**config.mk**
```make
export PLATFORM = sky130hd
export DESIGN_NAME = snd_dma_multi_flat
export DESIGN_NICKNAME = d
export VERILOG_FILES = /design/src/rtl/snd_dma_pkg.sv /design/src/rtl/snd_dma_if.sv /design/src/rtl/snd_dma_chan.sv /design/src/rtl/snd_dma_multi.sv /design/src/flat_wrapper.sv
export SDC_FILE = /design/constraint.sdc
export NUM_CORES = 1
export LEC_CHECK = 0
export CELL_PAD_IN_SITES_DETAIL_PLACEMENT = 0
export CELL_PAD_IN_SITES_GLOBAL_PLACEMENT = 1
export CORE_ASPECT_RATIO = 0.6
export CORE_MARGIN = 3
export CORE_UTILIZATION = 49
export CTS_BUF_LIST = sky130_fd_sc_hd__clkbuf_16
export DETAILED_ROUTE_END_ITERATION = 7
export DONT_BUFFER_PORTS = 1
export PLACE_DENSITY = 0.93
export SLEW_MARGIN = 10
export SYNTH_ARGS = -nofsm -noshare
export SYNTH_HDL_FRONTEND = slang
export SYNTH_HIERARCHICAL = 1
export SYNTH_SLANG_ARGS = --single-unit
```
**constraint.sdc**
```tcl
create_clock -name clk32 -period 5 [get_ports clk32]
set_input_delay 1 -clock clk32 [delete_from_list [all_inputs] [get_ports clk32]]
set_output_delay 1 -clock clk32 [all_outputs]
set_load 0.1 [all_outputs]
```
**src/rtl/snd_dma_pkg.sv**
```systemverilog
// Shared types and helpers for the multi-channel sound DMA slice.
package snd_dma_pkg;

  typedef enum logic [1:0] {
    IDLE = 2'd0,
    RUN  = 2'd1,
    STOP = 2'd2
  } chan_state_t;

  localparam int MAX_NCH = 8;

  // One-hot pick of the first set request at or after ptr, wrapping over MAX_NCH.
  // Positions above the real channel count carry no request, so wrapping over
  // MAX_NCH behaves the same as wrapping over the real channel count.
  function automatic logic [MAX_NCH-1:0] rr_pick(input logic [MAX_NCH-1:0] req,
                                                 input logic [2:0]         ptr);
    logic [MAX_NCH-1:0] gnt;
    logic               found;
    logic [2:0]         idx;
    gnt   = '0;
    found = 1'b0;
    for (int k = 0; k < MAX_NCH; k++) begin
      idx = ptr + 3'(k);
      if (!found && req[idx]) begin
        gnt[idx] = 1'b1;
        found    = 1'b1;
      end
    end
    return gnt;
  endfunction

endpackage

```
**src/rtl/snd_dma_if.sv**
```systemverilog
// Bus-slot handshake and per-channel control bundle between the sound DMA and its host.
interface snd_dma_if #(
  parameter int NCH = 2,
  parameter int AW  = 21
) ();

  logic              slot_en;
  logic [NCH-1:0]    sndon;
  logic [NCH-1:0]    sfrep;
  logic [NCH-1:0]    sreq;
  logic [NCH*AW-1:0] fstart;
  logic [NCH*AW-1:0] fend;
  logic [AW-1:0]     snd_addr;
  logic              sadsel;
  logic              sload_n;
  logic [NCH-1:0]    sgnt;
  logic [NCH-1:0]    sframe;
  logic [NCH-1:0]    sint;
  logic [NCH-1:0]    stoff;

  modport master (
    input  slot_en, sndon, sfrep, sreq, fstart, fend,
    output snd_addr, sadsel, sload_n, sgnt, sframe, sint, stoff
  );

  modport slave (
    output slot_en, sndon, sfrep, sreq, fstart, fend,
    input  snd_addr, sadsel, sload_n, sgnt, sframe, sint, stoff
  );

endinterface

```
**src/rtl/snd_dma_chan.sv**
```systemverilog
// One sound DMA channel: frame FSM, end-address shadow, fetch address counter and
// frame-end / self-stop pulses.
module snd_dma_chan
  import snd_dma_pkg::*;
#(
  parameter int AW = 21
) (
  input  logic          clk32,
  input  logic          porb,
  input  logic          resb,
  input  logic          slot_en,
  input  logic          sndon,
  input  logic          sfrep,
  input  logic          grant,
  input  logic [AW-1:0] fstart,
  input  logic [AW-1:0] fend,
  output logic [AW-1:0] cnt,
  output logic          run,
  output logic          sframe,
  output logic          sint,
  output logic          stoff
);

  chan_state_t   state_r;
  logic [AW-1:0] cnt_r;
  logic [AW-1:0] end_r;
  logic          sframe_r;
  logic          sint_r;
  logic          stoff_r;

  // Channel FSM; sndon low aborts from any state on any cycle.
  always_ff @(posedge clk32 or negedge porb) begin
    if (!porb) begin
      state_r  <= IDLE;
      cnt_r    <= '0;
      end_r    <= '0;
      sframe_r <= 1'b0;
      sint_r   <= 1'b0;
      stoff_r  <= 1'b0;
    end else if (!resb) begin
      state_r  <= IDLE;
      cnt_r    <= '0;
      end_r    <= '0;
      sframe_r <= 1'b0;
      sint_r   <= 1'b0;
      stoff_r  <= 1'b0;
    end else if (!sndon) begin
      state_r  <= IDLE;
      sframe_r <= 1'b0;
      sint_r   <= 1'b0;
      stoff_r  <= 1'b0;
    end else begin
      sint_r  <= 1'b0;
      stoff_r <= 1'b0;
      case (state_r)
        IDLE: begin
          if (slot_en) begin
            state_r  <= RUN;
            cnt_r    <= fstart;
            end_r    <= fend;
            sframe_r <= 1'b1;
          end else begin
            state_r <= IDLE;
          end
        end
        RUN: begin
          if (grant) begin
            // Plain increment wraps through 0 when the end lies below the start.
            if (cnt_r != end_r) begin
              cnt_r <= cnt_r + AW'(1);
            end else if (sfrep) begin
              cnt_r  <= fstart;
              end_r  <= fend;
              sint_r <= 1'b1;
            end else begin
              state_r  <= STOP;
              sframe_r <= 1'b0;
              sint_r   <= 1'b1;
              stoff_r  <= 1'b1;
            end
          end else begin
            state_r <= RUN;
          end
        end
        STOP:    state_r <= STOP;
        default: state_r <= IDLE;
      endcase
    end
  end

  assign cnt    = cnt_r;
  assign run    = (state_r == RUN);
  assign sframe = sframe_r;
  assign sint   = sint_r;
  assign stoff  = stoff_r;

endmodule

```
**src/rtl/snd_dma_multi.sv**
```systemverilog
// Multi-channel sound DMA: NCH channels sharing one bus slot per slot_en through a
// round-robin or fixed-priority arbiter, with registered grant outputs.
module snd_dma_multi
  import snd_dma_pkg::*;
#(
  parameter int NCH = 2,
  parameter int AW  = 21,
  parameter int RR  = 1
) (
  input  logic      clk32,
  input  logic      porb,
  input  logic      resb,
  snd_dma_if.master bus
);

  logic [AW-1:0]      cnt_s [NCH];
  logic [NCH-1:0]     run_s;
  logic [NCH-1:0]     sframe_s;
  logic [NCH-1:0]     sint_s;
  logic [NCH-1:0]     stoff_s;
  logic [NCH-1:0]     gnt_s;
  logic [MAX_NCH-1:0] req8_s;
  logic [MAX_NCH-1:0] pick_s;
  logic [2:0]         gidx_s;
  logic [AW-1:0]      gaddr_s;
  logic [2:0]         ptr_r;
  logic               sadsel_r;
  logic               sload_n_r;
  logic [NCH-1:0]     sgnt_r;
  logic [AW-1:0]      snd_addr_r;

  for (genvar g = 0; g < NCH; g++) begin : g_chan
    snd_dma_chan #(.AW(AW)) u_chan (
      .clk32  (clk32),
      .porb   (porb),
      .resb   (resb),
      .slot_en(bus.slot_en),
      .sndon  (bus.sndon[g]),
      .sfrep  (bus.sfrep[g]),
      .grant  (gnt_s[g]),
      .fstart (bus.fstart[g*AW +: AW]),
      .fend   (bus.fend[g*AW +: AW]),
      .cnt    (cnt_s[g]),
      .run    (run_s[g]),
      .sframe (sframe_s[g]),
      .sint   (sint_s[g]),
      .stoff  (stoff_s[g])
    );
  end

  // Eligibility masks out a channel whose sndon is falling this cycle.
  always_comb begin
    req8_s          = '0;
    req8_s[NCH-1:0] = run_s & bus.sreq & bus.sndon;
    pick_s          = rr_pick(req8_s, (RR != 0) ? ptr_r : 3'd0);
    gnt_s           = bus.slot_en ? pick_s[NCH-1:0] : '0;
  end

  // Granted channel index and its fetch address.
  always_comb begin
    gidx_s  = 3'd0;
    gaddr_s = '0;
    for (int i = 0; i < MAX_NCH; i++) begin
      gidx_s = pick_s[i] ? 3'(i) : gidx_s;
    end
    for (int i = 0; i < NCH; i++) begin
      gaddr_s = gnt_s[i] ? cnt_s[i] : gaddr_s;
    end
  end

  // Grant output registers and round-robin pointer (next channel to search first).
  always_ff @(posedge clk32 or negedge porb) begin
    if (!porb) begin
      sadsel_r   <= 1'b0;
      sload_n_r  <= 1'b1;
      sgnt_r     <= '0;
      snd_addr_r <= '0;
      ptr_r      <= 3'd0;
    end else if (!resb) begin
      sadsel_r   <= 1'b0;
      sload_n_r  <= 1'b1;
      sgnt_r     <= '0;
      snd_addr_r <= '0;
      ptr_r      <= 3'd0;
    end else begin
      sadsel_r  <= |gnt_s;
      sload_n_r <= ~(|gnt_s);
      sgnt_r    <= gnt_s;
      if (|gnt_s) begin
        snd_addr_r <= gaddr_s;
        ptr_r      <= (gidx_s >= 3'(NCH - 1)) ? 3'd0 : gidx_s + 3'd1;
      end else begin
        snd_addr_r <= snd_addr_r;
        ptr_r      <= ptr_r;
      end
    end
  end

  assign bus.snd_addr = snd_addr_r;
  assign bus.sadsel   = sadsel_r;
  assign bus.sload_n  = sload_n_r;
  assign bus.sgnt     = sgnt_r;
  assign bus.sframe   = sframe_s;
  assign bus.sint     = sint_s;
  assign bus.stoff    = stoff_s;

endmodule
```
**src/flat_wrapper.sv**
```systemverilog
// flat-port wrapper written by rule: the top's interface ports become plain ports
module snd_dma_multi_flat import snd_dma_pkg::*;
#(
  parameter int NCH = 2,
  parameter int AW  = 21,
  parameter int RR  = 1
)
  (clk32, porb, resb, bus_slot_en, bus_sndon, bus_sfrep, bus_sreq, bus_fstart, bus_fend, bus_snd_addr, bus_sadsel, bus_sload_n, bus_sgnt, bus_sframe, bus_sint, bus_stoff);
  snd_dma_if #(.NCH(NCH), .AW(AW)) bus_i ();
  input  logic clk32;
  input  logic porb;
  input  logic resb;
  input wire logic [$bits(bus_i.slot_en)-1:0] bus_slot_en;
  input wire logic [$bits(bus_i.sndon)-1:0] bus_sndon;
  input wire logic [$bits(bus_i.sfrep)-1:0] bus_sfrep;
  input wire logic [$bits(bus_i.sreq)-1:0] bus_sreq;
  input wire logic [$bits(bus_i.fstart)-1:0] bus_fstart;
  input wire logic [$bits(bus_i.fend)-1:0] bus_fend;
  output wire logic [$bits(bus_i.snd_addr)-1:0] bus_snd_addr;
  output wire logic [$bits(bus_i.sadsel)-1:0] bus_sadsel;
  output wire logic [$bits(bus_i.sload_n)-1:0] bus_sload_n;
  output wire logic [$bits(bus_i.sgnt)-1:0] bus_sgnt;
  output wire logic [$bits(bus_i.sframe)-1:0] bus_sframe;
  output wire logic [$bits(bus_i.sint)-1:0] bus_sint;
  output wire logic [$bits(bus_i.stoff)-1:0] bus_stoff;
  assign bus_i.slot_en = bus_slot_en;
  assign bus_i.sndon = bus_sndon;
  assign bus_i.sfrep = bus_sfrep;
  assign bus_i.sreq = bus_sreq;
  assign bus_i.fstart = bus_fstart;
  assign bus_i.fend = bus_fend;
  assign bus_snd_addr = bus_i.snd_addr;
  assign bus_sadsel = bus_i.sadsel;
  assign bus_sload_n = bus_i.sload_n;
  assign bus_sgnt = bus_i.sgnt;
  assign bus_sframe = bus_i.sframe;
  assign bus_sint = bus_i.sint;
  assign bus_stoff = bus_i.stoff;
  snd_dma_multi #(.NCH(NCH), .AW(AW), .RR(RR)) u_core (.clk32(clk32), .porb(porb), .resb(resb), .bus(bus_i));
endmodule
```
### Word level (Yosys, flattened, before mapping)

Cells that the tools add are included.

* register bits after elaboration: 122

* bitwise gates (word level): 10
* equality and inequality tests: 35
* mux-type cells: 141
* reduce and logical (&&, ||, !) cells: 33
* magnitude comparators: 17
* add/subtract/negate cells: 10

Operators by type and width (count)
* 21-bit 2-to-1 mux: 28
* 21-bit case mux with 2 select lines: 4
* 8-bit 2-to-1 mux: 8
* 1-bit 2-to-1 mux: 60
* 8-bit OR: 7
* 21-bit by 1-bit adder with 21-bit output (second input constant): 2
* 21-bit inequality test: 2
* 3-bit by 4-bit less-than comparator with 1-bit output (second input constant): 8
* 3-bit by 1-bit greater-or-equal comparator with 1-bit output (second input constant): 9
* 3-bit 2-to-1 mux: 9
* 1-bit binary-select mux with 3-bit select: 8
* 1-bit demux with 3-bit select: 8
* 2-bit 2-to-1 mux: 12
* 4-bit inequality test (second input constant): 6
* 5-bit inequality test (second input constant): 4
* 5-bit AND reduction: 4
* 3-bit inequality test (second input constant): 6
* 4-bit by 3-bit inequality test with 1-bit output (second input constant): 4
* 1-bit logical AND: 15
* 3-bit adder (second input constant): 4
* 2-bit case mux with 3 select lines: 2
* 6-bit AND reduction: 2
* 4-bit by 2-bit inequality test with 1-bit output (second input constant): 2
* 1-bit zero test: 7
* other kinds (13): 25

### Depth between registers and ports, before layout

* depth after elaboration: 38
* mapped depth: 16
* gate-level depth less buffers: 13

### Hierarchy

Netlist, hierarchy kept.

Modules (own cells, without submodules)
* snd_dma_chan: sequential area each 1176.1 µm², cells each 326, instances 2, area each 2857.7 µm²
* snd_dma_multi: sequential area each 701.9 µm², cells each 207, instances 1, area each 1848.0 µm²

### Worst setup path after synthesis

Ideal clock, no wire load.

* path type: in2reg
* from: in bus_sndon[1]
* to: reg u_core.g_chan[0].u_chan.cnt_r[14]
* setup time: 123 ps
* path slack: 1387 ps
* data arrival time: 3490 ps
* stages: 13
* required time: 4877 ps
* cell sequence: and3_1 clkbuf_1 a211oi_1 a31oi_1 o31a_1 a21oi_2 clkbuf_1 mux2i_1 o31a_2 a31o_2 buf_2 a21o_1 o2bb2ai_1

* word-level cells in the longest chain between the ends: 28

RTL lines
* from (decl): RTL line flat_wrapper.sv:14 `input wire logic [$bits(bus_i.sndon)-1:0] bus_sndon;`
* 2-bit bitwise AND (*): RTL line snd_dma_multi.sv:54 `req8_s[NCH-1:0] = run_s & bus.sreq & bus.sndon;`
* 1-bit binary-select mux with 3-bit select: RTL line snd_dma_pkg.sv:24 `if (!found && req[idx]) begin`
* 1-bit 2-to-1 mux (implied by the code): RTL line snd_dma_pkg.sv:24
* 1-bit 2-to-1 mux: RTL line snd_dma_pkg.sv:24
* 1-bit zero test: RTL line snd_dma_pkg.sv:24
* 1-bit logical AND: RTL line snd_dma_pkg.sv:24
* 1-bit 2-to-1 mux: RTL line snd_dma_pkg.sv:24
* 1-bit zero test: RTL line snd_dma_pkg.sv:24
* [... 13 more ...]
* 1-bit 2-to-1 mux: RTL line snd_dma_pkg.sv:24
* 1-bit zero test: RTL line snd_dma_pkg.sv:24
* 1-bit logical AND: RTL line snd_dma_pkg.sv:24
* 8-bit 2-to-1 mux (*): RTL line snd_dma_pkg.sv:24
* 2-bit 2-to-1 mux (*): RTL line snd_dma_multi.sv:56 `gnt_s = bus.slot_en ? pick_s[NCH-1:0] : '0;`
* via u_core.gnt_s[0]: RTL line snd_dma_multi.sv:21 `logic [NCH-1:0] gnt_s;`
* 3-bit by 2-bit inequality test with 1-bit output (no source line) (*)
* 5-bit AND reduction (no source line) (*)
* to (signal assigned): RTL line snd_dma_chan.sv:59 `cnt_r <= fstart;`
* to (signal assigned): RTL line snd_dma_chan.sv:70 `cnt_r <= cnt_r + AW'(1);`
* to (signal assigned): RTL line snd_dma_chan.sv:72 `cnt_r <= fstart;`
* to (decl): RTL line snd_dma_chan.sv:25 `logic [AW-1:0] cnt_r;`

The timed path passes the listed nets; every way through them passes the cells marked *. The select of a mux whose other input is x is not followed.
A chain may end at the register's enable or synchronous reset.

### Worst setup path after layout

* from: reg u_core.ptr_r[1]
* to: reg u_core.g_chan[1].u_chan.cnt_r[0]

* word-level cells in the longest chain between the ends: 27

RTL lines
* from (decl): RTL line snd_dma_multi.sv:26 `logic [2:0] ptr_r;`
* from (signal assigned): RTL line snd_dma_multi.sv:91 `ptr_r <= (gidx_s >= 3'(NCH - 1)) ? 3'd0 : gidx_s + 3'd1;`
* from (signal assigned): RTL line snd_dma_multi.sv:94 `ptr_r <= ptr_r;`
* parallel branches: the longest is 23 deep, another holds 3-bit by 4-bit less-than comparator with 1-bit output
* 8-bit 2-to-1 mux (*): RTL line snd_dma_pkg.sv:24
* 2-bit 2-to-1 mux (*): RTL line snd_dma_multi.sv:56
* 3-bit by 2-bit inequality test with 1-bit output (no source line) (*)
* 5-bit AND reduction (no source line) (*)
* to (signal assigned): RTL line snd_dma_chan.sv:59
* to (signal assigned): RTL line snd_dma_chan.sv:70
* to (signal assigned): RTL line snd_dma_chan.sv:72
* to (decl): RTL line snd_dma_chan.sv:25

Every way passes the cells marked *. The select of a mux whose other input is x is not followed.

==> results.sh <==
export IMPL_outcome="completed"
export IMPL_critPathKind="register to register"
export IMPL_synth_seq_cells=122
export IMPL_layout_common_cells="dfrtp_1, nand2_1, o21ai_0"
export IMPL_grt_pass1_vias=6208
export IMPL_setup_viol=0
export IMPL_routed_wl_microns=22300
export IMPL_wl_met1_microns=10600
export IMPL_synth_top_area_share_pct=40.0
export IMPL_drcViolationCount=0
export IMPL_grt_use_total_pct=26.1
export IMPL_highest_layer="met4"
export IMPL_fp_row_count=34
export IMPL_r2r_end="u_core/g_chan[1].u_chan/cnt[0]$_DFFE_PN0P_"
export IMPL_drtIter0Drc=760
export IMPL_hold_buffers=0
export IMPL_hpwl_microns=15600
export IMPL_die_w_microns=166
export IMPL_pin_count=125
export IMPL_fill_cells=1380
export IMPL_p_sw_share_pct=28.3
export IMPL_multi_input_area_sq_um=4030
export IMPL_root_buffer="clkbuf_16"
export IMPL_fmax_mhz=240
export IMPL_min_period_ns=4.17
export IMPL_seqCellArea_sq_um=3050
export IMPL_reg2regPathDepth=11
export IMPL_synth_edf_count=0
export IMPL_cts_buffers=17
export IMPL_drive_above_1_share_pct=7.95
export IMPL_rsz0062_at_grt="no"
export IMPL_synth_ff_type="dfrtp_1"
export IMPL_dieHeight_microns=102
export IMPL_cts_setup_buffers=0
export IMPL_stdcell_count=1041
export IMPL_slew_headroom_pct=33.7
export IMPL_intPower_w=0.00196
export IMPL_r2r_start="u_core/ptr_r[1]$_DFFE_PN0P_"
export IMPL_gp_congestion=0.903
export IMPL_ys_top_cells_by_area="dfrtp_1, mux2i_1, xor2_1"
export IMPL_clk_path_buf_depth=2
export IMPL_totalNegativeSetupSlack_ns=0
export IMPL_yosysWarnings=6
export IMPL_overflow=0
export IMPL_cpPeakStageDelay_ns=0.64
export IMPL_via_per_inst=6.38
export IMPL_setup_worst_path_start_class="register"
export IMPL_vias=6641
export IMPL_clkTransAtPathRegs_ns=0.06
export IMPL_dp_cells=1010
export IMPL_avgSynthCellArea_sq_um=8.81
export IMPL_cts_tree="done"
export IMPL_clock_sinks=122
export IMPL_core_area_sq_um=14800
export IMPL_grt_max_degree=123
export IMPL_crit_slowest_cell="dfrtp_1"
export IMPL_layout_area_overhead_vs_synth_pct=7.71
export IMPL_drv_cap=0
export IMPL_yosysUniqueCellTypes=64
export IMPL_wire_per_inst_microns=21.4
export IMPL_irDropWorstVdd_mv=0.227
export IMPL_worstPathRequired_ns=5.33
export IMPL_worstPathArrival_ns=4.51
export IMPL_synth_nets=963
export IMPL_tightest_slew_ns=0.986
export IMPL_crit_chain="inv_1 > ha_1 > nor4_1 > nor4_1 > nor4_2 > nor2_1 > mux2i_1 > o31a_2 > a31o_2 > o21ba_2 > mux2i_1"
export IMPL_ant_nets=0
export IMPL_critPathTopFamily="simple AND/OR/NAND/NOR gates"
export IMPL_synth_area_sq_um=7560
export IMPL_layout_nets=935
export IMPL_post_cts_resized=0
export IMPL_wl_met3_microns=2130
export IMPL_p_leak_nw=3.44
export IMPL_ys_async_sr_fraction_pct=100
export IMPL_whs_ns=0.279
export IMPL_wl_met2_microns=9340
export IMPL_yosysTopAreaCell="dfrtp_1"
export IMPL_cp_end_kind="register"
export IMPL_hold_path_class="input pin to async pin"
export IMPL_portBuffers=0
export IMPL_power_switching_w=0.000775
export IMPL_fin_crit_sh_pct=83.4
export IMPL_slew_viol_final=0
export IMPL_comb_power_share_pct=10.8
export IMPL_rrSetupSlack_ns=0.83
export IMPL_dr_pass1_iters=5
export IMPL_synth_cells=859
export IMPL_htreeDepth=4
export IMPL_skew_ns=0.00877
export IMPL_p_per_area_nw_per_um2=336
export IMPL_yosysSeqAreaShare_pct=40.4
export IMPL_antenna_found_initial=0
export IMPL_crit_fanout=24
export IMPL_pwr_share_clk_pct=46.1
export IMPL_clk_latency_ns=0.41
export IMPL_crit_buf_inv=1
export IMPL_p_seq_share_pct=43.1
export IMPL_layout_commonest_cell="dfrtp_1"
export IMPL_hold_viol_final=0
export IMPL_die_area_sq_um=17000
export IMPL_grt_pass1_wl_microns=35300
export IMPL_n_antenna_cell=0
export IMPL_initial_core_util_pct=51.1
==> layout make-up <==
cell class,count,share of cell area [%]
Clock buffer,17,5.22
Clock inverter,14,2.10
Inverter,43,1.98
Multi-Input combinational cell,640,49.5
Sequential cell,122,37.5
Tap cell,198,3.04
Timing Repair Buffer,7,0.645
==> cells by family (layout without fill, tap and decap cells) <==
| kind of cell | after synthesis | after routing | share of synthesized area, % |
|---|---|---|---|
| AO/OA/AOI/OAI | 268 | 268 | 22.5 |
| multiplexers | 43 | 43 | 5.82 |
| flip-flops | 122 | 122 | 40.4 |
| AND/OR/NAND/NOR | 271 | 271 | 17.6 |
| adder cells (fa/ha/maj) | 10 | 10 | 1.65 |
| buffers and inverters | 97 | 81 | 6.47 |
| XOR/XNOR | 48 | 48 | 5.56 |
==> Yosys cell counts, types with 3 or more instances <==
cell type,number
a211oi_1,3
a21o_1,4
a21oi_1,33
a22o_1,4
a22oi_1,21
a31o_2,3
a31oi_1,11
and2_1,7
and3_1,11
and4_1,6
buf_2,16
buf_6,13
clkbuf_1,23
dfrtp_1,121
ha_1,10
inv_1,42
mux2i_1,41
nand2_1,100
nand2b_1,9
nand3_1,23
nand4_1,12
nand4b_1,4
nor2_1,53
nor2b_1,3
nor3_1,14
nor4_1,10
o21ai_0,59
o21ai_1,43
o21ba_2,3
o22ai_1,50
o31ai_1,3
o41ai_1,3
or3_1,6
xnor2_1,3
xor2_1,45
==> metal layers <==
| metal | vias up | global-route usage [%] |
|---|---|---|
| met5 | - | 0 |
| met4 | 0 | 5.58 |
| met3 | 20 | 7.27 |
| met2 | 315 | 36.9 |
| met1 | 3252 | 39.8 |
| li1 | 3054 | - |
==> worst max path at each step <==
stage | start | end | slack (ns) | depth (start not counted)
final | u_core/ptr_r[1]$_DFFE_PN0P_ | u_core/g_chan[1].u_chan/cnt[0]$_DFFE_PN0P_ | 0.83 | 11
after global routing | u_core/ptr_r[1]$_DFFE_PN0P_ | u_core/g_chan[1].u_chan/cnt[0]$_DFFE_PN0P_ | 0.61 | 11
after CTS | u_core/ptr_r[1]$_DFFE_PN0P_ | u_core/g_chan[1].u_chan/cnt[0]$_DFFE_PN0P_ | 1.02 | 11
after detailed placement | bus_sndon[0] | u_core/g_chan[1].u_chan/cnt[0]$_DFFE_PN0P_ | 1.01 | 10
after global placement | bus_sndon[0] | u_core/g_chan[1].u_chan/cnt[0]$_DFFE_PN0P_ | 0.96 | 10
after floorplan | bus_sndon[1] | u_core/g_chan[0].u_chan/cnt[14]$_DFFE_PN0P_ | 1.39 | 13
==> registers in the layout (all words and copies together) (netlist names) <==
signal                        flops
u_core/g_chan.u_chan/sframe       2
u_core/g_chan.u_chan/sint         2
u_core/ptr_r                      3
u_core/g_chan.u_chan/state_r      4
u_core/g_chan.u_chan/stoff        2
u_core/bus.snd_addr              21
u_core/bus.sadsel                 1
u_core/bus.sload_n                1
u_core/g_chan.u_chan/end_r       42
u_core/g_chan.u_chan/cnt         42
u_core/bus.sgnt                   2
==> power groups by stage <==
stage | registers, W | logic [W] | clock network (W)
after detailed placement | 0.00120 | 0.000287 | 0
after global routing | 0.00119 | 0.000328 | 0.00132
after floorplan | 0.00116 | 0.000258 | 0
after CTS | 0.00118 | 0.000289 | 0.00127
after global placement | 0.00119 | 0.000280 | 0
final | 0.00118 | 0.000297 | 0.00126
==> per-stage QoR <==
stage / power (W) / setup WS, ns / area [sq um] / utilization [%]
CTS: 0.00274 / 1.02 / 8140 / 55.0
global route: 0.00283 / 0.614 / 8150 / 55.0
finish: 0.00274 / 0.829 / 8150 / 55.0
global placement: 0.00147 / 0.963 / 7540 / 50.9
detailed placement: 0.00148 / 1.01 / 7540 / 50.9
floorplan: 0.00141 / 1.39 / 7560 / -
Note: power is estimated with default switching activity, not from simulation.
